--- src/rtl/jtag_scan_sequencer.sv ---
// Two-requester JTAG scan sequencer: shifts TMS/TDI bits at a divided TCK and captures TDO.
// Define JTAG_SEQ_RR_EN for round-robin arbitration; default build gives req0 fixed priority.
module jtag_scan_sequencer #(
    parameter int HALF_DIV = 4
) (
    input  logic        clk,
    input  logic        rst_n,
    input  logic        enable,
    input  logic        req0,
    input  logic        req1,
    input  logic [1:0]  cmd0,
    input  logic [1:0]  cmd1,
    input  logic [5:0]  nbits0,
    input  logic [5:0]  nbits1,
    input  logic [31:0] wdata0,
    input  logic [31:0] wdata1,
    output logic        gnt0,
    output logic        gnt1,
    output logic        done0,
    output logic        done1,
    output logic [31:0] rdata,
    output logic        busy,
    output logic        tck,
    output logic        tms,
    output logic        tdi,
    input  logic        tdo
);
    localparam int PW = (HALF_DIV > 1) ? $clog2(2 * HALF_DIV) : 1;
    localparam logic [PW-1:0] PH_HIGH = PW'(HALF_DIV);
    localparam logic [PW-1:0] PH_LAST = PW'(2 * HALF_DIV - 1);

    localparam logic [1:0] CMD_RESET = 2'd0;
    localparam logic [1:0] CMD_TMS   = 2'd1;
    localparam logic [1:0] CMD_SCAN  = 2'd2;

    typedef enum logic [1:0] {IDLE, RUN, DONE} state_t;

    state_t        state, state_nx;
    logic [1:0]    cmd_r, cmd_nx;
    logic [5:0]    n_r, n_nx;
    logic [31:0]   wdata_r, wdata_nx;
    logic [5:0]    bit_r, bit_nx;
    logic [PW-1:0] ph_r, ph_nx, ph_inc;
    logic          owner_r, owner_nx;
    logic [31:0]   shadow_r, shadow_nx, shadow_cap, rdata_nx;
    logic          gnt0_nx, gnt1_nx, done0_nx, done1_nx;
    logic          tck_nx, tms_nx, tdi_nx;
    logic          win, do_grant;
    logic [1:0]    sel_cmd;
    logic [5:0]    sel_n;
    logic [31:0]   sel_wdata;
`ifdef JTAG_SEQ_RR_EN
    logic          rr_r, rr_nx;
`endif

    // Effective bit count: RESET is always 6 bits, others saturate at 32.
    function automatic logic [5:0] sat_nbits(input logic [1:0] c, input logic [5:0] nb);
        if (c == CMD_RESET) return 6'd6;
        if (nb > 6'd32) return 6'd32;
        return nb;
    endfunction

    function automatic logic bit_tms(input logic [1:0] c, input logic [31:0] w,
                                     input logic [5:0] i, input logic [5:0] n);
        if (i >= n) return 1'b0;
        case (c)
            CMD_RESET: return i < 6'd5;
            CMD_TMS:   return w[i[4:0]];
            CMD_SCAN:  return 1'b0;
            default:   return i == (n - 6'd1);
        endcase
    endfunction

    function automatic logic bit_tdi(input logic [1:0] c, input logic [31:0] w,
                                     input logic [5:0] i, input logic [5:0] n);
        if (i >= n || !c[1]) return 1'b0;
        return w[i[4:0]];
    endfunction

`ifdef JTAG_SEQ_RR_EN
    assign win = (req0 && req1) ? rr_r : !req0;
`else
    assign win = !req0;
`endif

    assign sel_cmd   = win ? cmd1 : cmd0;
    assign sel_wdata = win ? wdata1 : wdata0;
    assign sel_n     = sat_nbits(sel_cmd, win ? nbits1 : nbits0);
    assign do_grant  = enable && (req0 || req1) && (state != RUN);
    assign ph_inc    = ph_r + PW'(1);
    assign busy      = (state != IDLE);

    always_comb begin
        state_nx   = state;
        cmd_nx     = cmd_r;
        n_nx       = n_r;
        wdata_nx   = wdata_r;
        bit_nx     = bit_r;
        ph_nx      = ph_r;
        owner_nx   = owner_r;
        shadow_nx  = shadow_r;
        shadow_cap = shadow_r;
        rdata_nx   = rdata;
        gnt0_nx    = 1'b0;
        gnt1_nx    = 1'b0;
        done0_nx   = 1'b0;
        done1_nx   = 1'b0;
        tck_nx     = tck;
        tms_nx     = tms;
        tdi_nx     = tdi;
`ifdef JTAG_SEQ_RR_EN
        rr_nx      = rr_r;
`endif
        case (state)
            RUN: begin
                if (ph_r == PH_HIGH && cmd_r[1])
                    shadow_cap[bit_r[4:0]] = tdo;
                shadow_nx = shadow_cap;
                if (n_r == 6'd0 || (ph_r == PH_LAST && bit_r == n_r - 6'd1)) begin
                    state_nx = DONE;
                    tck_nx   = 1'b0;
                    tms_nx   = 1'b0;
                    tdi_nx   = 1'b0;
                    rdata_nx = shadow_cap;
                    done0_nx = !owner_r;
                    done1_nx = owner_r;
                end else if (ph_r == PH_LAST) begin
                    bit_nx = bit_r + 6'd1;
                    ph_nx  = '0;
                    tck_nx = 1'b0;
                    tms_nx = bit_tms(cmd_r, wdata_r, bit_r + 6'd1, n_r);
                    tdi_nx = bit_tdi(cmd_r, wdata_r, bit_r + 6'd1, n_r);
                end else begin
                    ph_nx = ph_inc;
                    if (ph_inc == PH_HIGH) tck_nx = 1'b1;
                end
            end
            default: begin
                // DONE can grant directly so the next command starts right after done.
                state_nx = IDLE;
                if (do_grant) begin
                    state_nx  = RUN;
                    cmd_nx    = sel_cmd;
                    n_nx      = sel_n;
                    wdata_nx  = sel_wdata;
                    bit_nx    = '0;
                    ph_nx     = '0;
                    owner_nx  = win;
                    shadow_nx = '0;
                    gnt0_nx   = !win;
                    gnt1_nx   = win;
                    tck_nx    = 1'b0;
                    tms_nx    = bit_tms(sel_cmd, sel_wdata, 6'd0, sel_n);
                    tdi_nx    = bit_tdi(sel_cmd, sel_wdata, 6'd0, sel_n);
`ifdef JTAG_SEQ_RR_EN
                    rr_nx     = !win;
`endif
                end
            end
        endcase
    end

    always_ff @(posedge clk) begin
        cmd_r    <= cmd_nx;
        n_r      <= n_nx;
        wdata_r  <= wdata_nx;
        shadow_r <= shadow_nx;
        if (!rst_n) begin
            state   <= IDLE;
            bit_r   <= '0;
            ph_r    <= '0;
            owner_r <= 1'b0;
            rdata   <= '0;
            gnt0    <= 1'b0;
            gnt1    <= 1'b0;
            done0   <= 1'b0;
            done1   <= 1'b0;
            tck     <= 1'b0;
            tms     <= 1'b0;
            tdi     <= 1'b0;
`ifdef JTAG_SEQ_RR_EN
            rr_r    <= 1'b0;
`endif
        end else begin
            state   <= state_nx;
            bit_r   <= bit_nx;
            ph_r    <= ph_nx;
            owner_r <= owner_nx;
            rdata   <= rdata_nx;
            gnt0    <= gnt0_nx;
            gnt1    <= gnt1_nx;
            done0   <= done0_nx;
            done1   <= done1_nx;
            tck     <= tck_nx;
            tms     <= tms_nx;
            tdi     <= tdi_nx;
`ifdef JTAG_SEQ_RR_EN
            rr_r    <= rr_nx;
`endif
        end
    end
endmodule

--- config.mk ---
export PLATFORM = sky130hd
export DESIGN_NAME = jtag_scan_sequencer
export DESIGN_NICKNAME = d
export VERILOG_FILES = /design/src/rtl/jtag_scan_sequencer.sv
export SDC_FILE = /design/constraint.sdc
export NUM_CORES = 1
export LEC_CHECK = 0
export ABC_AREA = 1
export CORE_MARGIN = 4
export CORE_UTILIZATION = 25
export CTS_CLUSTER_SIZE = 25
export DETAILED_ROUTE_END_ITERATION = 10
export PLACE_DENSITY = 0.52
export SLEW_MARGIN = 20
export SYNTH_ARGS = -nofsm -noshare
export SYNTH_HDL_FRONTEND = slang
export SYNTH_SLANG_ARGS = --single-unit
--- constraint.sdc ---
create_clock -name clk -period 6.1 [get_ports clk]
set_input_delay 1.22 -clock clk [delete_from_list [all_inputs] [get_ports clk]]
set_output_delay 1.22 -clock clk [all_outputs]
set_load 0.005 [all_outputs]
Yosys cells after proc, flatten, opt, wreduce, memory -nomap -nowiden. Index checks and enable logic that the tools add are counted.

Reductions and logical operators: 27. $add $sub $neg: 4. Equal/unequal tests: 16. Magnitude comparators: 7. Mux-type cells: 66. Bitwise operators: 3.

Operator list (count): $mux W32 (4); $mux W6 (9); $mux W1 (41); $bwmux W32 (1); $eq A6 B6 Y1 (2); $logic_not A6 Y1 (2); $lt A5 B6 Y1 const B (2); $mux W3 (4); $sub A6 B1 Y6 const B (2); $reduce_and A2 Y1 (5); $eq A3 B3 Y1 const B (3); $add A6 B1 Y6 const B (1); $eq A2 B1 Y1 const B (3); $ge A1 B6 Y1 const A (1); $ge A6 B6 Y1 (1); $gt A6 B6 Y1 const B (1); $lt A6 B3 Y1 const B (1); $mux W2 (3); $ne A2 B2 Y1 const B (3); $pmux W1 S3 (2); $reduce_and A3 Y1 (2); $bmux W1 S5 (1); $demux W1 S5 (1); $ge A5 B1 Y1 const B (1); 12 further kinds (27).

Logic and storage cells: 139. Output and inout port bits: 40. Bits in registers: 123. Input bits: 86.

Logic depth before layout (Yosys ltp). Gate-level depths: netlist of run 1.

Depth in word-level cells: 14. Gate-level depth with buffers: 16. Mapped depth without buffers: 15.

Worst setup path before layout of run 1. OpenSTA, ideal clock, no wires.

Path type: input port to flip-flop. Start point: input port req0. End point: register bit_r[0]. Required time: 5978 ps. Setup time: 122 ps. Data arrival time: 4063 ps. Stages on the path: 9. Path slack: 1914 ps. Cells stage by stage: buf_4 > buf_2 > o21ai_0 > nor2_1 > inv_1 > nand2_2 > nand2_4 > o21ai_0 > a21oi_1.

Cells in the longest elaborated chain, start to end: 5.

Ends and longest elaborated chain: start, declared (RTL line 9) `input logic req0,`; $logic_or A1 B1 Y1 (RTL line 89) `assign do_grant = enable && (req0 || req1) && (state != RUN);`; $logic_and A1 B1 Y1 (2 in series) (RTL line 89); $reduce_bool A2 Y1 (no source line); $reduce_and A3 Y1 (no source line); end signal, assigned (RTL line 186) `bit_r <= bit_nx;`; end, declared (RTL line 42) `logic [5:0] bit_r, bit_nx;`.

Every way passes these cells. A chain may end at the register's enable or synchronous reset.

Final worst setup path of run 1.
Start point: input port req0. End point: register tdi.

Elaborated cells on any way between the ends: 25. Classes of those cells: order compare (2); mux (15); reduce/logical (8).

RTL lines: $mux W2 (RTL line 86) `assign sel_cmd = win ? cmd1 : cmd0;`; named net sel_cmd[1] (RTL line 49) `logic [1:0] sel_cmd;`; $logic_not A2 Y1 (RTL line 58) `if (c == CMD_RESET) return 6'd6;`; $mux W1 (RTL line 58); $mux W6 (RTL line 59) `if (nb > 6'd32) return 6'd32;`; named net sel_n[1] (RTL line 50) `logic [5:0] sel_n;`; $ge A1 B6 Y1 (RTL line 76) `if (i >= n || !c[1]) return 1'b0;`; $logic_or A1 B1 Y1 (RTL line 76); $mux W1 (RTL line 76); $mux W1 (RTL line 141) `if (do_grant) begin`; $mux W1 (RTL line 114) `case (state)`; $mux W1 (RTL line 77) `return w[i[4:0]];`; $mux W1 (RTL line 141); $mux W1 (RTL line 114); end signal, assigned (RTL line 196) `tdi <= tdi_nx;`; end, declared (RTL line 25) `output logic tdi,`.

The timed path passes the listed nets, and every way through them passes these cells. The select of a mux whose other input is x is not followed.

==> results of run 1 <==
[worst max-delay path, stage by stage]
cell and delay (ps):
clkdlybuf4s50_1 600, inv_2 580, nand2_1 130, o21ai_2 120, inv_2 70, nand2_1 180, o21ai_1 140, inv_1 90
nand2_1 50, nor2_1 100, nor2_1 60, nand3_1 90, nand3_1 60, nand2_1 60, inv_1 40
[per-layer routing]
metal,routed length (um),vias to the layer above,track usage [%]
met5,0,-,0
met4,284,0,4.59
met3,579,18,2.54
met2,8490,71,21.1
met1,7800,2459,15.2
li1,-,2735,-
[placed cells by master (no fill, tap or decap), types with 2 or more instances in the layout]
| cell type | Yosys | layout |
|---|---|---|
| nor3_1 | 7 | 7 |
| xor2_1 | 5 | 5 |
| o21ai_2 | 31 | 31 |
| a21oi_1 | 8 | 8 |
| clkbuf_8 | 0 | 5 |
| nor2_2 | 4 | 4 |
| clkinv_2 | 0 | 3 |
| nand2_1 | 246 | 246 |
| o22ai_1 | 6 | 6 |
| ha_1 | 16 | 16 |
| nor2_1 | 73 | 72 |
| nand4_1 | 8 | 8 |
| nand2_4 | 2 | 2 |
| clkbuf_1 | 14 | 4 |
| inv_2 | 4 | 4 |
| nand3_1 | 74 | 74 |
| xnor2_1 | 2 | 2 |
| clkdlybuf4s50_1 | 0 | 124 |
| o21ai_0 | 11 | 11 |
| mux2i_1 | 33 | 33 |
| edfxtp_1 | 72 | 72 |
| inv_1 | 59 | 59 |
| buf_4 | 3 | 6 |
| o21ai_1 | 2 | 2 |
| nor2_4 | 1 | 2 |
| dfxtp_1 | 51 | 51 |
| nand2_2 | 3 | 3 |
| clkbuf_16 | 0 | 19 |
[worst max-delay path by stage]
| stage | endpoint | cells after the start |
|---|---|---|
| after floorplan | bit_r[0] | 9 |
| after global placement | tms | 15 |
| after detailed placement | tms | 15 |
| after CTS | tdi | 15 |
| after global routing | tms | 15 |
| final | tdi | 15 |
[cell families after synthesis]
kind of cell	synth area share, %
flip-flops	49.6
AO/OA/AOI/OAI	6.83
multiplexers	5.15
AND/OR/NAND/NOR	27.7
XOR/XNOR	1.21
buffers and inverters	6.36
adder cells (fa/ha/maj)	3.12
[layout make-up]
cell class              instances  share of cell area (%)
clock buffers                  28                    6.54
flip-flops and latches        123                    37.2
multi-input cells             541                    33.1
well taps                     330                    4.83
clock inverters                 4                   0.278
inverters                      65                    2.88
repair buffers                131                    15.1
[power by group]
group	switching (mW)	internal, mW
sequential	0.0252	0.951
clock	0.348	0.622
combinational	0.202	0.147
[sequential cells by signal, summed over array words and instances, names as in the netlist]
register,cells
bit_r,6
cmd_r,2
done0,1
done1,1
gnt0,1
gnt1,1
n_r,6
owner_r,1
ph_r,3
rdata,32
shadow_r,32
state,2
tck,1
tdi,1
tms,1
wdata_r,32
==> out/metrics.csv, run 1 <==
stage;metric;value;unit
global_route;grt.total_usage;12.3;%
status;outcome;completed;
clocking;root_buffer;clkbuf_16;
global_route;grt_pass1_wl;28000;um
clocking;insertion_delay;410;ps
setup_path;r2r_start;bit_r[0];
timing;whs;448;ps
cells_and_area;fin_cells;1222;
timing;fin_skew;7.61;ps
timing;worst_pin_slew;759;ps
synthesis;synth_commonest_cells;246 x nand2_1, 74 x nand3_1, 73 x nor2_1;
cells_and_area;ff_latch_area;0.00318;mm2
timing;final.setup.worst_slack;2810;ps
placement;io_buffer_count;125;
timing;min_period;3290;ps
synthesis;synth_edf_count;72;
power_and_ir_drop;p_total;2.30;mW
setup_path;end_kind;register;
clocking;holdBufCountCts;0;
placement;dpl-instance-area;0.00797;mm2
timing;max_slew_margin;49.2;%
setup_path;crit_type;input pin to register;
synthesis;ys_types;38;
route;via_count;5283;
worst_hold_path;hp-class;register to register;
power_and_ir_drop;power_density;268;mW/mm2
timing;hold_violations;0;
synthesis;synth.area.top_cells;edfxtp_1 34%, dfxtp_1 16%, nand2_1 14%;
synthesis;syn_inst;759;
placement;place_ws;2390;ps
setup_path;cp-start-kind;input pin;
worst_hold_path;holdPathEnd;done0;
route;routed_via_density;4.32;
setup_path;crit_start;req0;
timing;rsz0062_at_grt;false;
route;drtIter0Drc;352;
worst_hold_path;min_from;owner_r;
timing;fin_crit_sh;53.9;%
die;die_area;0.0283;mm2
setup_path;timing.rr.end;tms;
placement;gp_congestion;0.792;
synthesis;synth_area_per_cell;8.45;um2
clocking;cts.repair.resized;0;
global_route;grt_max_degree;43;
cells_and_area;fin_nets;981;
cells_and_area;multi_input_area;0.00283;mm2
synthesis;synth_nets;861;
die;die_y;168;um
cells_and_area;fin_util;34.0;%
setup_path;crit_fanout;40;
clocking;htree_levels;4;
synthesis;synth_warnings;0;
route;ant_nets;0;
setup_path;worst-r2r-cell-count;13;
global_route;globalRouteOverflowTotal;0;
synthesis;synth.largest_area_cell;edfxtp_1;
worst_hold_path;hold_depth;1;
synthesis;synth_flop_cell;edfxtp_1;
power_and_ir_drop;p_leak;3.68;nW
route;drt_wl_total;17200;um
synthesis;ys_ff_latch;123;
die;start_util;25.5;%
clocking;cts_tree;built;
die;dieWidth;168;um
global_route;grt_pass1_vias;5420;
placement;dpl.cell_count;1190;
placement;dp_hpwl;12100;um
timing;setup_viol;0;
cells_and_area;stdcell_area;0.00855;mm2
synthesis;async_flop_share;0;%
timing;finalSetupTns;0;ps
die;num_io_pins;126;
die;design.core.area;0.0252;mm2
global_route;antenna_found_initial;0;
cells_and_area;drive_above_1_share;9.64;%
route;first_pass_iters;5;
setup_path;rrSetupSlack;3280;ps
route;drc;0;
clocking;cts_inserted_buffers;17;
power_and_ir_drop;ir_drop;165;uV
synthesis;yosysTopAreaCellShare;33.7;%
timing;clock.fmax;304;MHz
clocking;clkTransAtPathRegs;50;ps
synthesis;synth.most_common_cell;nand2_1;
synthesis;ys_seq_area_share;49.6;%
die;row_count;58;
clocking;clock_path_buffers;2;
route;routedWlPerCell;14.0;um
setup_path;cp.required;6410;ps
synthesis;netlist_area;0.00642;mm2
setup_path;arrival;3600;ps
cells_and_area;diodes;0;
clocking;post_cts_buffers;0;
run;max-cap-violations;0;
cells_and_area;area_growth;33.2;%
cells_and_area;fillCellCount;2613;
clocking;cts_sinks;123;
timing;drv_slew;0;
(Power assumes the default switching activity.)
==> run 2: changes to the inputs <==
- clock period: 6.1 -> 3.1 ns (I/O delays scaled with it)
==> run 2 against run 1 <==
  * First-iteration DRC count shrank 20%
  * Die area did not move
  * Sequential share of layout area shrank 0.40 points
  * Critical path type is now register to register
  * Highest routed layer unchanged
==> out/metrics.csv, run 2 (same netlist as run 1, synthesis figures left out) <==
stage;metric;value;unit
setup_path;setup.worst_path.end;rdata[20];
clocking;post_cts_buffers;0;
run;max-cap-violations;0;
cells_and_area;area_growth;34.7;%
power_and_ir_drop;power_density;538;mW/mm2
clocking;holdBufCountCts;0;
timing;whs;427;ps
power_and_ir_drop;p_switching;1.15;mW
clocking;htree_levels;4;
route;via_count;5305;
die;row_count;58;
die;start_util;25.5;%
placement;gp_congestion;0.824;
global_route;grt_max_degree;43;
route;ant_nets;0;
setup_path;r2r_start;bit_r[0];
timing;min_period;2470;ps
setup_path;arrival;2750;ps
cells_and_area;drive_above_1_share;10.0;%
timing;drv_slew;0;
power_and_ir_drop;p_leak;3.73;nW
global_route;grt.total_usage;12.3;%
power_and_ir_drop;intPower;3.50;mW
setup_path;worst-r2r-cell-count;12;
clocking;root_buffer;clkbuf_16;
global_route;grt_pass1_vias;5371;
timing;fin_skew;22.7;ps
timing;clock.fmax;404;MHz
clocking;cts_tree;built;
setup_path;timing.rr.end;rdata[20];
die;die_area;0.0283;mm2
global_route;globalRouteOverflowTotal;0;
clocking;clock_path_buffers;2;
timing;rsz0062_at_grt;false;
placement;dp_hpwl;12400;um
die;design.core.area;0.0252;mm2
timing;finalSetupTns;0;ps
cells_and_area;layout_commonest_cell;nand2_1;
route;drt_wl_total;17100;um
setup_path;end_kind;register;
clocking;cts_sinks;123;
power_and_ir_drop;p_comb_share;14.9;%
setup_path;cp.required;3370;ps
global_route;antenna_found_initial;0;
timing;fin_crit_sh;79.8;%
route;drc;0;
power_and_ir_drop;swShare;24.7;%
die;die_y;168;um
die;num_io_pins;126;
route;routedWlPerCell;13.9;um
route;first_pass_iters;7;
route;routed_via_density;4.32;
timing;worst_pin_slew;779;ps
worst_hold_path;hp-class;register to register;
power_and_ir_drop;seqPwrFrac;41.3;%
setup_path;cp-start-kind;register;
setup_path;crit_start;bit_r[0];
setup_path;rrSetupSlack;630;ps
cells_and_area;diodes;0;
route;drtIter0Drc;283;
timing;hold_violations;0;
clocking;cts.repair.resized;0;
placement;io_buffer_count;125;
timing;setup_viol;0;
timing;max_slew_margin;47.9;%
setup_path;crit_fanout;33;
setup_path;crit_type;register to register;
clocking;clkTransAtPathRegs;60;ps
global_route;grt_pass1_wl;28000;um
die;dieWidth;168;um
status;outcome;completed;
clocking;cts_inserted_buffers;17;
cells_and_area;final_cell_mix;246 x nand2_1, 125 x clkdlybuf4s50_1, 74 x nand3_1;
power_and_ir_drop;ir_drop;369;uV
clocking;insertion_delay;420;ps
cells_and_area;reg_top3;rdata: 32 flops, shadow_r: 32 flops, wdata_r: 32 flops;
cells_and_area;fin_nets;988;
power_and_ir_drop;p_clk_share;43.8;%
-- run 2: cell types whose count changed in the layout (fill, tap and decap cells not counted), sizes merged --
cell           previous run  this run
inv                      65        66
clkinv                    4         8
bufinv                    0         4
clkdlybuf4s50           124       125
clkbuf                   28        19
buf                       7        13
-- run 2: worst min path at each step --
| stage | cells after the start | slack [ps] | start | endpoint |
|---|---|---|---|---|
| 2_1_floorplan | 1 | 410 | owner_r | done0 |
| 3_3_place_gp | 1 | 410 | owner_r | done0 |
| 3_5_place_dp | 1 | 420 | owner_r | done0 |
| 4_1_cts | 1 | 430 | owner_r | done0 |
| 5_1_grt | 1 | 450 | owner_r | done0 |
| 6_report | 1 | 430 | owner_r | done0 |
-- run 2: layout make-up --
class | instances | area (um2)
repair buffers | 138 | 1360
clock inverters | 13 | 174
inverters | 65 | 246
flip-flops and latches | 123 | 3180
clock buffers | 19 | 433
well taps | 330 | 413
multi-input cells | 541 | 2830
fillers | 2575 | 16500
-- run 2: layer usage --
metal	track usage, %	up-vias	share of wire [%]
met5	0	-	0
met3	2.82	11	3.3
met1	15.3	2472	46
met2	21.1	75	50
met4	3.99	0	1.2
li1	-	2747	-
-- run 2: critical path: stages (launching register included) --
cell and delay, ps:
dfxtp_1 440, buf_4 280, ha_1 300, nand3_1 100, nor2_1 40, nand3_1 70
a21oi_1 40, nand3_1 70, nand3_2 140, nand2_4 240, nor2_8 50, inv_4 390
o21ai_0 140
-- run 2: power groups by stage --
stage	clock [mW]	sequential [mW]	combinational [mW]
final	2.04	1.92	0.692
after CTS	2.09	1.92	0.706
after detailed placement	0	1.96	0.702
after global placement	0	1.95	0.698
after global routing	2.15	1.93	0.786
after floorplan	0	1.94	0.408
-- run 2: metrics by stage --
step	power [mW]	setup WS [ps]	std cells	area, um2	util, %
floorplan	2.35	231	759	6420	-
global placement	2.65	321	1197	8040	31.9
detailed placement	2.66	278	1197	8040	31.9
CTS	4.72	577	1229	8640	34.3
global route	4.87	346	1229	8640	34.3
finish	4.65	627	1229	8640	34.3
